**config.mk**
```make
export PLATFORM = sky130hd
export DESIGN_NAME = uart_rx
export DESIGN_NICKNAME = d
export VERILOG_FILES = /design/src/rtl/uart_rx.sv
export SDC_FILE = /design/constraint.sdc
export NUM_CORES = 1
export LEC_CHECK = 0
export BUFFER_PORTS_ARGS = -buffer_cell sky130_fd_sc_hd__buf_2
export CAP_MARGIN = 10
export CORE_MARGIN = 3
export CORE_UTILIZATION = 40
export CTS_CLUSTER_DIAMETER = 60
export DETAILED_ROUTE_END_ITERATION = 7
export GPL_TIMING_DRIVEN = 0
export HOLD_SLACK_MARGIN = 0.03
export PLACE_DENSITY_LB_ADDON = 0.1
export SYNTH_ARGS = -nofsm -noshare
export SYNTH_HDL_FRONTEND = slang
export SYNTH_SLANG_ARGS = --single-unit
```
**constraint.sdc**
```tcl
create_clock -name clk -period 2.4 [get_ports clk]
set_input_delay 0.24 -clock clk [delete_from_list [all_inputs] [get_ports clk]]
set_output_delay 0.24 -clock clk [all_outputs]
set_load 0.02 [all_outputs]
```
**src/rtl/uart_rx.sv**
```systemverilog
// -----------------------------------------------------------------------------
// uart_rx : oversampling UART receiver
//
// Recovers frames of the form start(0), Width data bits LSB first, optional
// parity, stop(1) from an asynchronous serial line. clk runs at Prescale x
// baud. A good frame updates P_DATA and pulses Data_valid for one cycle.
// A bad frame pulses Par_err and/or Stp_err for one cycle instead.
//
// Ports
//   clk        in            receiver clock (Prescale x baud)
//   rst        in            asynchronous, active-low reset
//   RX_IN      in            serial line, idle high, asynchronous to clk
//   Prescale   in  [PRE_W]   oversampling ratio, even, 4..62
//   PAR_EN     in            1 = frame carries a parity bit
//   PAR_TYP    in            0 = even parity, 1 = odd parity
//   P_DATA     out [Width]   last error-free data word
//   Data_valid out           1-cycle pulse, P_DATA updated
//   Par_err    out           1-cycle pulse, parity mismatch
//   Stp_err    out           1-cycle pulse, stop bit sampled low
//   Busy       out           high from start detect until return to IDLE
//
// Build option
//   UART_RX_MAJORITY_VOTE_EN : each bit is the majority of three samples
//   around mid-bit, decided one clock after mid-bit. Undefined: a single
//   sample at mid-bit.
// -----------------------------------------------------------------------------
module uart_rx #(
  parameter int Width = 8,
  parameter int PRE_W = 6
) (
  input  logic             clk,
  input  logic             rst,
  input  logic             RX_IN,
  input  logic [PRE_W-1:0] Prescale,
  input  logic             PAR_EN,
  input  logic             PAR_TYP,
  output logic [Width-1:0] P_DATA,
  output logic             Data_valid,
  output logic             Par_err,
  output logic             Stp_err,
  output logic             Busy
);

  // state  | meaning
  // IDLE   | waiting for rx_s low (only once the line has been seen high)
  // START  | checking the start bit at its decision point
  // DATA   | shifting in Width data bits, LSB first
  // PARITY | checking the parity bit
  // STOP   | checking the stop bit, leave at its decision point
  typedef enum logic [2:0] {
    S_IDLE,
    S_START,
    S_DATA,
    S_PARITY,
    S_STOP
  } state_t;

  localparam int BW = (Width > 1) ? $clog2(Width) : 1;
  localparam logic [BW-1:0]    LAST_BIT = BW'(Width - 1);
  localparam logic [BW-1:0]    ONE_B    = BW'(1);
  localparam logic [PRE_W-1:0] ONE_P    = PRE_W'(1);

  logic [1:0]       r_sync;
  state_t           r_state;
  logic [PRE_W-1:0] r_edge;
  logic [PRE_W-1:0] r_pre;
  logic [BW-1:0]    r_bit_cnt;
  logic [Width-1:0] r_shift;
  logic             r_par_en;
  logic             r_par_typ;
  logic             r_par_err;
  logic             r_armed;

  logic             w_rx;
  logic [PRE_W-1:0] w_half;
  logic             w_wrap;
  logic             w_sample;
  logic             w_bit;
  logic             w_par_exp;

  assign w_rx      = r_sync[1];
  assign w_half    = r_pre >> 1;
  assign w_wrap    = (r_edge == (r_pre - ONE_P));
  assign w_par_exp = r_par_typ ? ~(^r_shift) : (^r_shift);

`ifdef UART_RX_MAJORITY_VOTE_EN
  logic r_v0;
  logic r_v1;

  // Early and centre samples are kept; the decision uses the late sample
  // live, so every bit decision lands one clock after mid-bit.
  always_ff @(posedge clk or negedge rst) begin
    if (!rst) begin
      r_v0 <= 1'b1;
      r_v1 <= 1'b1;
    end else begin
      if (r_edge == (w_half - ONE_P)) r_v0 <= w_rx;
      if (r_edge == w_half)           r_v1 <= w_rx;
    end
  end

  assign w_sample = (r_edge == (w_half + ONE_P));
  assign w_bit    = (r_v0 & r_v1) | (r_v0 & w_rx) | (r_v1 & w_rx);
`else
  assign w_sample = (r_edge == w_half);
  assign w_bit    = w_rx;
`endif

  always_ff @(posedge clk or negedge rst) begin
    if (!rst) r_sync <= 2'b11;
    else      r_sync <= {r_sync[0], RX_IN};
  end

  always_ff @(posedge clk or negedge rst) begin
    if (!rst) begin
      r_state    <= S_IDLE;
      r_edge     <= '0;
      r_pre      <= '0;
      r_bit_cnt  <= '0;
      r_shift    <= '0;
      r_par_en   <= 1'b0;
      r_par_typ  <= 1'b0;
      r_par_err  <= 1'b0;
      r_armed    <= 1'b1;
      P_DATA     <= '0;
      Data_valid <= 1'b0;
      Par_err    <= 1'b0;
      Stp_err    <= 1'b0;
      Busy       <= 1'b0;
    end else begin
      Data_valid <= 1'b0;
      Par_err    <= 1'b0;
      Stp_err    <= 1'b0;

      if (r_state != S_IDLE) r_edge <= w_wrap ? '0 : (r_edge + ONE_P);

      case (r_state)
        S_IDLE: begin
          // After a break the line must return high before a new start
          // can be accepted, otherwise a held-low line re-triggers forever.
          if (w_rx) begin
            r_armed <= 1'b1;
          end else if (r_armed) begin
            r_state   <= S_START;
            r_edge    <= ONE_P;  // the detect cycle itself is edge 0
            Busy      <= 1'b1;
            r_pre     <= Prescale;
            r_par_en  <= PAR_EN;
            r_par_typ <= PAR_TYP;
            r_par_err <= 1'b0;
            r_bit_cnt <= '0;
          end
        end

        S_START: begin
          if (w_sample && w_bit) begin
            r_state <= S_IDLE;
            r_edge  <= '0;
            Busy    <= 1'b0;
          end else if (w_wrap) begin
            r_state <= S_DATA;
          end
        end

        S_DATA: begin
          if (w_sample) r_shift <= {w_bit, r_shift[Width-1:1]};
          if (w_wrap) begin
            if (r_bit_cnt == LAST_BIT) begin
              r_bit_cnt <= '0;
              r_state   <= r_par_en ? S_PARITY : S_STOP;
            end else begin
              r_bit_cnt <= r_bit_cnt + ONE_B;
            end
          end
        end

        S_PARITY: begin
          if (w_sample) r_par_err <= (w_bit != w_par_exp);
          if (w_wrap)   r_state   <= S_STOP;
        end

        S_STOP: begin
          // Leave at the decision point, half a bit early, so a start bit
          // immediately following the stop bit is not missed.
          if (w_sample) begin
            r_state <= S_IDLE;
            r_edge  <= '0;
            Busy    <= 1'b0;
            r_armed <= w_bit;
            if (w_bit && !r_par_err) begin
              P_DATA     <= r_shift;
              Data_valid <= 1'b1;
            end else begin
              Par_err <= r_par_err;
              Stp_err <= ~w_bit;
            end
          end
        end

        default: begin
          r_state <= S_IDLE;
          r_edge  <= '0;
          Busy    <= 1'b0;
        end
      endcase
    end
  end

endmodule

```
# After elaboration in Yosys (flattened, before gate mapping)
# Cells that the tools add are included.
# totals
reg_bits,44
in_bits,11
elab_cells,101
# op_classes
n_addsub,3
eq_ne,18
n_mux,44
bitwise_logic,3
n_reduce_logical,18
# op_table
operator,count
3-bit two-way mux,13
6-bit two-way mux,6
6-bit one-hot mux with 4 select lines,1
1-bit two-way mux,19
2-bit != test (second input constant),9
3-bit one-hot mux with 5 select lines,1
3-bit AND reduction,3
4-bit AND reduction,2
8-bit parity,1
7-bit AND reduction,1
6-bit by 1-bit adder with 6-bit output (second input constant),1
3-bit by 2-bit == test with 1-bit output (second input constant),2
3-bit == test (second input constant),2
6-bit by 5-bit == test with 1-bit output,1
6-bit == test,1
3-bit one-hot mux with 2 select lines,1
2-bit nonzero test,3
6-bit by 1-bit subtractor with 6-bit output (second input constant),1
5-bit AND reduction,1
1-bit one-hot mux with 2 select lines,2
1-bit one-hot mux with 4 select lines,1
3-bit by 1-bit adder with 3-bit output (second input constant),1
3-bit by 1-bit == test with 1-bit output (second input constant),1
3-bit zero test,1
other kinds (8),11

# Longest topological paths before layout
# depth
depth_word,7
ltp_mapped,7

# Least setup slack after synthesis
# OpenSTA, ideal clock, no wires.
# synth_timing
kind,register -> register
start,register r_pre[2]
end,register r_bit_cnt[0]
setup_ns,0.134
arrival_time_ns,2.188
setup_slack_ns,0.079
path_stages_with_launch,6
path_buffers,0
period_less_slack_ns,2.321
cell_sequence,dfrtp_1 -> or4_1 -> or3_1 -> a2111o_1 -> o41ai_2 -> o22ai_1
# synth_via
elab_chain_cells,4
# synth_lines
element,line,rtl
from (decl),66,logic [PRE_W-1:0] r_pre;
from (signal assigned),147,r_pre <= Prescale;
6-bit by 1-bit subtractor with 6-bit output,83,assign w_wrap = (r_edge == (r_pre - ONE_P));
6-bit == test,83,
2-bit != test (no source line),--,
4-bit AND reduction (no source line),--,
to (signal assigned),172,r_bit_cnt <= r_bit_cnt + ONE_B;
to (decl),67,logic [BW-1:0] r_bit_cnt;
# Every way passes these cells.
# A chain may end at the register's enable or synchronous reset.

# Worst setup path in the final report
# layout_timing
start,register r_pre[0]
end,register r_state[1]
# layout_via
elab_chain_cells,4
word_cells_on_any_way,6
# layout_lines
element,line,rtl
6-bit by 1-bit subtractor with 6-bit output *,83,
6-bit == test *,83,
3-bit != test (no source line) / 2-bit != test (equally long branches),--,
7-bit AND reduction (no source line) *,--,
to (signal assigned),170,r_state <= r_par_en ? S_PARITY : S_STOP;
to (decl),64,state_t r_state;
# Mark *: on every way between the ends. The rest lies on a longest branch, timed or not.

==> results.tsv <==
metric	value	unit
status	complete, but fails checks	
violated checks	negative setup slack	
grt met1 use	20.86	%
Post-Route WL	4388	um
worst slack, placed	-0.1934	ns
CTS tree	built	
pin count of the biggest net entering global routing	45	
Worst setup SP type	register	
gr ovfl total	0	
clock root cell	clkbuf_8	
Crit Path Max Fanout	6	
largest area contributor in the netlist	dfrtp_1	
core area	5172	um2
max_cap viols	0	
Avg WL per Cell	14.87	um
slowest stage delay, CP	0.55	ns
Setup-failing EPs final	3	
Final Hold Fails	0	
GRT Total Usage	15.36	%
Slew @ Worst Pin	0.9538	ns
nets@finish	239	
Die ar.	6327	um2
# DRC	0	
pwr dens	1053	nW/um2
DIE WIDTH	79.54	um
CP max stage cell	or4_4	
Worst IR Drop VDD	0.3980	mV
DR vias	1558	
Vias/cell	5.281	
met3 Usage GRT	3.047	%
Placed Area	2361	um2
CP Capture Type	register	
fin crit period	2.440	ns
Leak Pwr	1.182	nW
Final ANT Viol Nets	0	
DR pass1 iterations	5	
RSZ-0062 raised after global routing	true	
worst min path class	in -> async	
Die Span Y	79.54	um
dpl cells	281	
Fin Clk Skew	0.007202	ns
initial antenna violation count	0	
Req. time, crit path	2.56	ns
Gate Count Post-Synth	189	
post-route cell area	2597	um2
Inserted Clock Buffers	5	
final worst path period share	101.7	%
unique cell type count in the Yosys netlist	38	
RePlAce Congestion	0.8410	
CP Cell Sequence	or4_4 -> or3_4 -> a2111o_2 -> buf_4 -> nor3_4 -> o32ai_1	
met2 usage	24.71	%
worst setup margin	-0.04049	ns
Yosys top cell area share	47.43	%
busiest layer in global routing	met2	
clk sinks	44	
Iter 0 DRT Violations	55	
H-tree Lvls	2	
first-pass GRT wire length	7700	um
Syn Nets	204	
layout cells sized above 1	33.78	%
relative slew slack	36.41	%
Core Rows	26	
synthesized flop and latch total	44	
sequential-to-total area share from yosys stat	51.07	%
clock latency on the worst-skew pair	0.29	ns
final setup TNS	-0.1161	ns
vias in the first global route	1577	
CTS Buffer Depth	2	
# diodes	0	
IO Port Bufs	22	
top cells by area, synth	dfrtp_1 47%, mux2_2 12%, xnor2_1 6.9%, dfstp_2 3.6%, xor2_1 2.8%	
mean cell area of the mapped netlist	11.45	um2
Synth Warn #	0	
synthesized area	2163	um2
Initial Utilization	41.82	%
Area Overhead vs Synth	20.07	%
arrival time at the worst endpoint	2.60	ns
Post-Layout Cell Count	295	
num ports	23	
Reg clk slew, reported paths	0.09	ns
HPWL after DPL	3047	um
Crit Path Category	reg -> reg	
highest clock rate	409.8	MHz
Slew Limit Fails	0	
==> layout by cell type (no fill, tap or decap), types with 3 or more instances in the layout <==
master / instances
clkbuf_1: 7
a31oi_1: 3
dfstp_2: 3
mux2_2: 24
a21oi_2: 4
xnor2_1: 17
dfrtp_1: 40
nand3_1: 3
o22ai_1: 3
buf_4: 4
nor2b_1: 3
nor3_1: 5
o21ai_0: 4
ha_1: 4
a21oi_1: 6
nand2_1: 12
xor2_1: 7
buf_2: 22
clkbuf_8: 5
or3_1: 3
nor2_1: 6
inv_1: 9
==> path summary, 6_finish.rpt <==
| path | from | end | slack, ns | depth (start not counted) |
|---|---|---|---|---|
| worst max-delay path | r_pre[0]$_DFFE_PN0P_ | r_state[1]$_DFFE_PN0P_ | -0.04 | 6 |
| worst min-delay path | rst | r_bit_cnt[2]$_DFFE_PN0P_ | 0.09 | 1 |
| worst max register to register | r_pre[0]$_DFFE_PN0P_ | r_state[1]$_DFFE_PN0P_ | -0.04 | 6 |
| worst min register to register | r_sync[0]$_DFF_PN1_ | r_sync[1]$_DFF_PN1_ | 0.36 | 0 |
| max in group asynchronous | rst | r_pre[2]$_DFFE_PN0P_ | 1.65 | 1 |
| min in group clk | PAR_EN | r_par_en$_DFFE_PN0P_ | 0.18 | 2 |
==> worst max-delay path: cells and delay by family (launching register included) <==
kind	cells	cell delay [ns]
flops	1	0.42
buf+inv	1	0.18
simple gates	3	1.06
compound gates	2	0.65
==> repair_timing <==
item / CTS / global route
hold endpoints to repair: 1 / 0
hold buffers: 1 / 0
setup endpoints to repair: 20 / 20
pin swaps: 4 / 1
gates resized for setup: 4 / 11
buffers inserted: 3 / 2
==> through the flow <==
step,utilization [%],hold slack [ns],power (W)
2_1_floorplan,-,-0.05559,0.001781
3_3_place_gp,45.65,0.3447,0.001977
3_5_place_dp,45.65,0.3467,0.002012
4_1_cts,49.08,0.1385,0.002641
5_1_grt,50.22,0.1740,0.002922
6_report,50.22,0.08744,0.002735
==> flip-flops by register name, indices dropped and copies added (netlist names) <==
register    count
r_par_err       1
Busy            1
r_sync          2
Data_valid      1
r_pre           6
r_shift         8
r_state         3
Par_err         1
Stp_err         1
r_par_typ       1
r_par_en        1
r_edge          6
r_bit_cnt       3
P_DATA          8
r_armed         1
==> power breakdown <==
group	switching, W	total [W]	leakage [nW]	internal (W)
Clock	0.000248	0.000557	0.0552	0.000309
Sequential	0.000159	0.00105	0.573	0.000888
Combinational	0.000633	0.00113	0.554	0.000497
==> kinds of logic after synthesis <==
family | after synthesis | share of synthesized area [%]
adder cells (fa/ha/maj) | 4 | 2.314
flip-flops | 44 | 51.07
buffers and inverters | 15 | 2.602
AND/OR/NAND/NOR | 44 | 10.99
multiplexers | 25 | 12.96
AO/OA/AOI/OAI | 33 | 10.35
XOR/XNOR | 24 | 9.717
==> Yosys cell counts, drive strengths merged <==
master,n
a2111o,1
a211oi,1
a21oi,10
a31o,2
a31oi,3
and3,1
and3b,1
clkbuf,6
dfrtp,41
dfstp,3
ha,4
inv,9
mux2,24
mux2i,1
nand2,12
nand2b,1
nand3,3
nand4,2
nand4b,1
nor2,6
nor2b,3
nor3,7
nor4,1
nor4b,1
o21a,1
o21ai,5
o221ai,1
o22ai,4
o311ai,1
o32a,1
o32ai,1
o41ai,2
or3,4
or4,1
xnor2,17
xor2,7
==> layout make-up <==
class	instances	area (um2)
fillers	468	2575
clock buffers	6	72.57
plain buffers	6	22.52
well taps	70	87.58
clock inverters	2	35.03
repair buffers	28	170.2
flip-flops and latches	44	1106
multi-input cells	130	1070
inverters	9	33.78
==> layer usage <==
layer	wire (um)	share of wire (%)	up-vias
li1	-	-	742
met1	2105	48	779
met2	2093	48	32
met3	130	3.0	5
met4	58	1.3	0
met5	0	0	-
No activity file was read; power rests on OpenSTA's default activity.
